### src/rtl/project_select_pkg.sv
// Shared types and constants for the project-select sequencer.
package project_select_pkg;

  localparam int unsigned PROJ_ID_W = 3;
  localparam int unsigned NONE_ID   = 0;

  typedef enum logic {
    IDLE  = 1'b0,
    DRAIN = 1'b1
  } state_t;

endpackage

### src/rtl/project_select_ctrl_if.sv
// Request handshake and enable/status bundle between management side and sequencer.
interface project_select_ctrl_if
  import project_select_pkg::*;
#(
  parameter int unsigned NUM_PROJECTS = 4,
  parameter int unsigned ID_W         = PROJ_ID_W
);

  logic                    req_valid;
  logic [ID_W-1:0]         req_id;
  logic                    req_ready;
  logic [NUM_PROJECTS-1:0] active;
  logic [ID_W-1:0]         cur_id;
  logic                    busy;
  logic                    done;
  logic                    err;

  modport master (
    output req_valid, req_id,
    input  req_ready, active, cur_id, busy, done, err
  );

  modport slave (
    input  req_valid, req_id,
    output req_ready, active, cur_id, busy, done, err
  );

endinterface

### src/rtl/proj_onehot_dec.sv
// Project ID to one-hot enable decode; ID 0 or out-of-range IDs give all zeros.
module proj_onehot_dec #(
  parameter int unsigned NUM_PROJECTS = 4,
  parameter int unsigned ID_W         = 3
) (
  input  logic [ID_W-1:0]         id,
  output logic [NUM_PROJECTS-1:0] onehot_c
);

  always_comb begin
    onehot_c = '0;
    for (int unsigned k = 1; k <= NUM_PROJECTS; k++) begin
      if (id == ID_W'(k)) onehot_c[k-1] = 1'b1;
    end
  end

endmodule

### src/rtl/project_select_ctrl.sv
// Owns the per-project enables: drains all enables for a guard interval on
// every switch so at most one project ever drives the shared buses.
module project_select_ctrl
  import project_select_pkg::*;
#(
  parameter int unsigned NUM_PROJECTS = 4,
  parameter int unsigned ID_W         = PROJ_ID_W,
  parameter int unsigned GUARD_CYCLES = 4,
  parameter int unsigned RESET_ID     = 0
) (
  input logic                 wb_clk_i,
  input logic                 wb_rst_n,
  project_select_ctrl_if.slave sel
);

  localparam int unsigned CNT_W = (GUARD_CYCLES > 1) ? $clog2(GUARD_CYCLES) : 1;
  localparam logic [NUM_PROJECTS-1:0] RESET_ACTIVE =
    (RESET_ID == NONE_ID) ? '0 : (NUM_PROJECTS'(1) << (RESET_ID - 1));

  state_t                  state;
  logic [CNT_W-1:0]        cnt;
  logic [NUM_PROJECTS-1:0] dec_onehot_c;

  // cur_id already holds the target while draining, so decode it directly.
  proj_onehot_dec #(
    .NUM_PROJECTS (NUM_PROJECTS),
    .ID_W         (ID_W)
  ) u_dec (
    .id       (sel.cur_id),
    .onehot_c (dec_onehot_c)
  );

  assign sel.req_ready = (state == IDLE);

  always_ff @(posedge wb_clk_i) begin
    if (!wb_rst_n) begin
      state      <= IDLE;
      cnt        <= '0;
      sel.active <= RESET_ACTIVE;
      sel.cur_id <= ID_W'(RESET_ID);
      sel.busy   <= 1'b0;
      sel.done   <= 1'b0;
      sel.err    <= 1'b0;
    end else begin
      sel.done <= 1'b0;
      sel.err  <= 1'b0;
      case (state)
        IDLE: begin
          if (sel.req_valid) begin
            if (sel.req_id > ID_W'(NUM_PROJECTS)) begin
              sel.err <= 1'b1;
            end else if (sel.req_id == sel.cur_id) begin
              sel.done <= 1'b1;
            end else begin
              sel.active <= '0;
              sel.cur_id <= sel.req_id;
              sel.busy   <= 1'b1;
              cnt        <= CNT_W'(GUARD_CYCLES - 1);
              state      <= DRAIN;
            end
          end
        end
        DRAIN: begin
          if (cnt == '0) begin
            sel.active <= dec_onehot_c;
            sel.done   <= 1'b1;
            sel.busy   <= 1'b0;
            state      <= IDLE;
          end else begin
            cnt <= cnt - CNT_W'(1);
          end
        end
        default: begin
          state <= IDLE;
        end
      endcase
    end
  end

endmodule

### src/flat_wrapper.sv
// flat-port wrapper written by rule: the top's interface ports become plain ports
module project_select_ctrl_flat import project_select_pkg::*;
#(
  parameter int unsigned NUM_PROJECTS = 4,
  parameter int unsigned ID_W         = PROJ_ID_W,
  parameter int unsigned GUARD_CYCLES = 4,
  parameter int unsigned RESET_ID     = 0
)
  (wb_clk_i, wb_rst_n, sel_req_valid, sel_req_id, sel_req_ready, sel_active, sel_cur_id, sel_busy, sel_done, sel_err);
  project_select_ctrl_if #(.NUM_PROJECTS(NUM_PROJECTS), .ID_W(ID_W)) sel_i ();
  input logic wb_clk_i;
  input logic wb_rst_n;
  input wire logic [$bits(sel_i.req_valid)-1:0] sel_req_valid;
  input wire logic [$bits(sel_i.req_id)-1:0] sel_req_id;
  output wire logic [$bits(sel_i.req_ready)-1:0] sel_req_ready;
  output wire logic [$bits(sel_i.active)-1:0] sel_active;
  output wire logic [$bits(sel_i.cur_id)-1:0] sel_cur_id;
  output wire logic [$bits(sel_i.busy)-1:0] sel_busy;
  output wire logic [$bits(sel_i.done)-1:0] sel_done;
  output wire logic [$bits(sel_i.err)-1:0] sel_err;
  assign sel_i.req_valid = sel_req_valid;
  assign sel_i.req_id = sel_req_id;
  assign sel_req_ready = sel_i.req_ready;
  assign sel_active = sel_i.active;
  assign sel_cur_id = sel_i.cur_id;
  assign sel_busy = sel_i.busy;
  assign sel_done = sel_i.done;
  assign sel_err = sel_i.err;
  project_select_ctrl #(.NUM_PROJECTS(NUM_PROJECTS), .ID_W(ID_W), .GUARD_CYCLES(GUARD_CYCLES), .RESET_ID(RESET_ID)) u_core (.wb_clk_i(wb_clk_i), .wb_rst_n(wb_rst_n), .sel(sel_i));
endmodule
### config.mk
export PLATFORM = sky130hd
export DESIGN_NAME = project_select_ctrl_flat
export DESIGN_NICKNAME = d
export VERILOG_FILES = /design/src/rtl/project_select_pkg.sv /design/src/rtl/project_select_ctrl_if.sv /design/src/rtl/proj_onehot_dec.sv /design/src/rtl/project_select_ctrl.sv /design/src/flat_wrapper.sv
export SDC_FILE = /design/constraint.sdc
export NUM_CORES = 1
export LEC_CHECK = 0
export ABC_AREA = 1
export CAP_MARGIN = 20
export CORE_MARGIN = 5
export CORE_UTILIZATION = 48
export DETAILED_ROUTE_END_ITERATION = 6
export PLACE_DENSITY_LB_ADDON = 0.3
export REMOVE_ABC_BUFFERS = 1
export SETUP_SLACK_MARGIN = 0.02
export SLEW_MARGIN = 20
export SYNTH_ARGS = -nofsm -noshare
export SYNTH_HDL_FRONTEND = slang
export SYNTH_SLANG_ARGS = --single-unit
### constraint.sdc
create_clock -name wb_clk_i -period 3.6 [get_ports wb_clk_i]
set_input_delay 0.54 -clock wb_clk_i [delete_from_list [all_inputs] [get_ports wb_clk_i]]
set_output_delay 0.54 -clock wb_clk_i [all_outputs]
set_load 0.005 [all_outputs]
# After elaboration in Yosys (flattened, before gate mapping)
# Index checks and enable logic that the tools add are counted.
# classes
add_sub_neg,1
order_cmp,1
eq_ne,10
n_mux,30
bitwise_logic,5
reduce_logical,5
# ops
operator,n
1-bit 2-to-1 mux,17
4-bit 2-to-1 mux,4
4-bit AND reduction,3
2-bit != test (second input constant),5
2-bit 2-to-1 mux,4
4-bit case mux with 2 select lines,1
3-bit by 2-bit equality test with 1-bit output (second input constant),2
1-bit case mux with 2 select lines,3
1-bit NOT,5
2-bit case mux with 2 select lines,1
3-bit by 1-bit equality test with 1-bit output (second input constant),1
3-bit equality test,1
3-bit equality test (second input constant),1
3-bit greater-than comparator (second input constant),1
3-bit OR reduction,1
2-bit logical NOT,1
2-bit by 1-bit subtractor with 2-bit output (second input constant),1
# totals
regBits,13
input_bits,6
out_inout_bits,11
elab_cells,59

# Logic depth before layout (Yosys ltp)
# depth
word_depth,5
mapped_depth,10
depth_no_buf,10

# By module
# From an unflattened synthesis, not the netlist that was laid out.
# hier_totals
cells_unflattened,85
area_unflattened_um2,611.8
# by_module_without_submodules
module,instances,cells_per_inst,area_each_um2,seq_area_each_um2
project_select_ctrl,1,75,574.3,260.2
proj_onehot_dec,1,10,37.5,0.0

# Worst setup path after synthesis
# No wires, ideal clock.
# synth_timing
path_type,input to register
startpoint,input port sel_req_id[1]
endpoint,register u_core.sel.active[1]
setup_ps,116
arrival_ps,1242
t_required_ps,3484
setup_slack_ps,2242
cell_stages,7
n_path_buf,1
path_cell_list,o21ai_1 > nand2_2 > inv_2 > nand2_4 > buf_6 > a21oi_1 > nor2_2
# synth_between
elab_chain_cells,3
elab_cells_between_ends,5
cone_classes,order compare (1); eq/ne (3); reduce/logical (1)
# synth_lines
item,line,source
from (decl),flat_wrapper.sv:14,input wire logic [$bits(sel_i.req_id)-1:0] sel_req_id;
3-bit greater-than comparator or 3-bit equality test (tied branches),"project_select_ctrl.sv:50, project_select_ctrl.sv:52",
2-bit != test (no source line),-,
4-bit AND reduction (no source line) *,-,
to (signal assigned),project_select_ctrl.sv:65,sel.active <= dec_onehot_c;
to (decl),project_select_ctrl_if.sv:25,"output req_ready, active, cur_id, busy, done, err"
# Every way passes the cells marked *; elsewhere a longest branch is shown, timed or not.
# A chain may end at the register's enable or synchronous reset.

# Worst setup path in the final report
# layout_timing
startpoint,register u_core.sel.cur_id[2]
endpoint,output port sel_cur_id[2]
# layout_lines
item,line,source
from (decl),project_select_ctrl_if.sv:25,
from (signal assigned),project_select_ctrl.sv:40,sel.cur_id <= ID_W'(RESET_ID);
from (signal assigned),project_select_ctrl.sv:56,sel.cur_id <= sel.req_id;
to (decl),flat_wrapper.sv:17,output wire logic [$bits(sel_i.cur_id)-1:0] sel_cur_id;
# No word-level cell between the ends.

==> results.txt <==
status - complete, no violations
die height - 46.07 um
vias in the first global route - 531
deepest clock path buffer count - 2
final hold slack - 0.4796 ns
initial antenna violation count - 0
hpwl dp - 994.1 um
mapped cell area - 624.3 um^2
largest net degree at the start of global routing - 15
Post-CTS Setup Inserts - 0
nets@finish - 112
clock slew at the register clock pins of the worst setup and hold paths - 0.08 ns
Internal - 245.6 uW
CP top delay family - buffers and inverters
Antenna Cells - 0
maximum VDD drop - 0.2030 mV
Max Clock Freq - 0.5432 GHz
layout cell share with drive strength beyond 1 - 11.54%
clk_lat worst skew - 0.28 ns
Synth area leader - dfxtp_1
Area contributors post-synth - dfxtp_1, nand2_1, inv_1, a21oi_1, nand3_1
Port Buffer Count - 16
filler instances - 113
Initial DRC Count - 2
Cells after Synth - 86
sequential share of power - 48.3%
register area share after synthesis - 41.68%
Area growth syn-to-layout - 30.26%
CP cell instances - clkdlybuf4s50_1
Crit Path Category - reg -> out
Critical Path Source Type - flop
Clk network pwr share - 26.1%
average cell area after synthesis - 7.260 um^2
Post-Route WL - 1352 um
Final min period - 1.841 ns
CTS tree - yes
#FFs+latches synth - 13
Switching Share - 29.79%
Req. time, crit path - 3.06 ns
Die W - 46.07 um
CP arrival - 1.30 ns
Clock Sinks - 13
fin crit share - 51.14%
wire per inst - 11.36 um
Max-Slew Margin vs Limit - 76.40%
Leakage - 0.3687 nW
global-route wire length before repair - 2283 um
cts-stage hold buffer count - 0
TritonCTS Buffers - 3
Core Box Area - 0.001269 mm^2
Max Cap Violations - 0
share of the synthesized area in the top cell type - 41.68%
crit-path max cell delay - 0.56 ns
power density over the cells - 430.1 mW/mm^2
root buf cell - clkbuf_4
worst path bufs/invs - 1
r2r setup slk - 2.31 ns
vias - 598
H-Tree Depth - 1
combinational power share - 25.6%
most frequent cells in the layout - clkdlybuf4s50_1, nand2_1, dfxtp_1
final hold vios - 0
post-route ant nets - 0
Setup violations, final - 0
setup TNS - 0 ns
most common cell after layout, fill and taps aside - clkdlybuf4s50_1
DRT Pass-1 Iters - 4
RSZ-0062 raised after global routing - no
Least-Margin Pin Slew - 0.3529 ns
DRC viols - 0
switching power - 104.2 uW
CP max FO - 8
clock skew - 0.009210 ns
Netlist cell types - 20
crit end category - output pin
IO Count - 17
HP Class - reg -> reg
CTS resizes - 0
Max Slew Vio Count - 0
vias per std cell - 5.025
Placer Congestion - 0.8258
Tot GR Track Use - 15.22%
row cnt - 13
starting density of the core - 49.21%
grt total ovfl - 0
die area - 0.002122 mm^2
slowest CP cell - clkdlybuf4s50_1
YS warnings - 0
[area by class of cell]
cell class                      instances  area, um^2  share of cell area (%)
Sequential cell                        13       260.3                   32.00
Tap cell                               15       18.77                   2.308
Timing Repair Buffer                   16       160.2                   19.69
Clock buffer                            4       26.28                   3.231
Multi-Input combinational cell         56       291.5                   35.85
Inverter                               15       56.30                   6.923
[logic make-up after synthesis]
| family | share of synthesized area (%) |
|---|---|
| AO/OA/AOI/OAI | 8.817 |
| XOR/XNOR | 1.403 |
| adder cells (fa/ha/maj) | 2.004 |
| buffers and inverters | 11.62 |
| flip-flops | 41.68 |
| AND/OR/NAND/NOR | 34.47 |
[registers in the layout, summed over array words and instances, names as in the netlist]
signal	cells
u_core.state	1
u_core.sel.active	4
u_core.cnt	2
u_core.sel.done	1
u_core.sel.busy	1
u_core.sel.cur_id	3
u_core.sel.err	1
[metrics by stage]
stage | setup WS [ns] | cell area (um^2) | power, mW | util, % | cells
global route | 1.673 | 813.3 | 0.3764 | 64.10 | 119
finish | 1.759 | 813.3 | 0.3498 | 64.10 | 119
detailed placement | 1.719 | 787.0 | 0.2611 | 62.03 | 115
global placement | 1.776 | 787.0 | 0.2584 | 62.03 | 115
CTS | 1.744 | 813.3 | 0.3535 | 64.10 | 119
floorplan | 2.325 | 608.1 | 0.2213 | - | 84
[layer usage]
layer  share of wire (%)  wire (um)  vias up  track usage [%]
li1                    -          -      316                -
met1                  49        663      267            19.58
met2                  44        601       13            22.53
met3                 5.4         73        2            5.469
met4                0.96         13        0            6.818
met5                   0          0        -                0
[power by group through the flow]
stage / sequential, mW / combinational [mW] / clock (mW)
finish: 0.169 / 0.0897 / 0.0913
global route: 0.171 / 0.101 / 0.105
CTS: 0.169 / 0.0897 / 0.0949
detailed placement: 0.172 / 0.0890 / 0
global placement: 0.171 / 0.0870 / 0
floorplan: 0.171 / 0.0501 / 0
[path summary, 6_finish.rpt]
check	start	end	depth (start not counted)
min reg2reg	u_core.sel.busy	u_core.sel.busy	2
max reg2reg	u_core.state	u_core.sel.active[3]	10
min	u_core.sel.busy	u_core.sel.busy	2
max	u_core.sel.cur_id[2]	sel_cur_id[2]	1
[worst reg2reg max path: stages (launching register included)]
cell and delay, ns:
dfxtp_1 0.45, inv_2 0.10, nand2_2 0.08, inv_2 0.04
nand2_2 0.08, inv_2 0.05, nand2_4 0.14, nand2_1 0.10
nand2_1 0.07, nand2_1 0.05, nor2_1 0.08
[Yosys cell counts]
library cell	n
o21ai_1	4
nand2_2	2
nor2_2	1
nand2_1	15
ha_1	1
nor3_1	1
buf_2	1
nand3_2	1
a21oi_1	7
inv_2	4
dfxtp_1	13
inv_1	11
nor4_1	3
nand3_1	6
nand4_1	2
nor2_1	8
nand2_4	1
nand3b_1	3
buf_6	1
xnor2_1	1
Note: power is estimated with default switching activity, not from simulation.
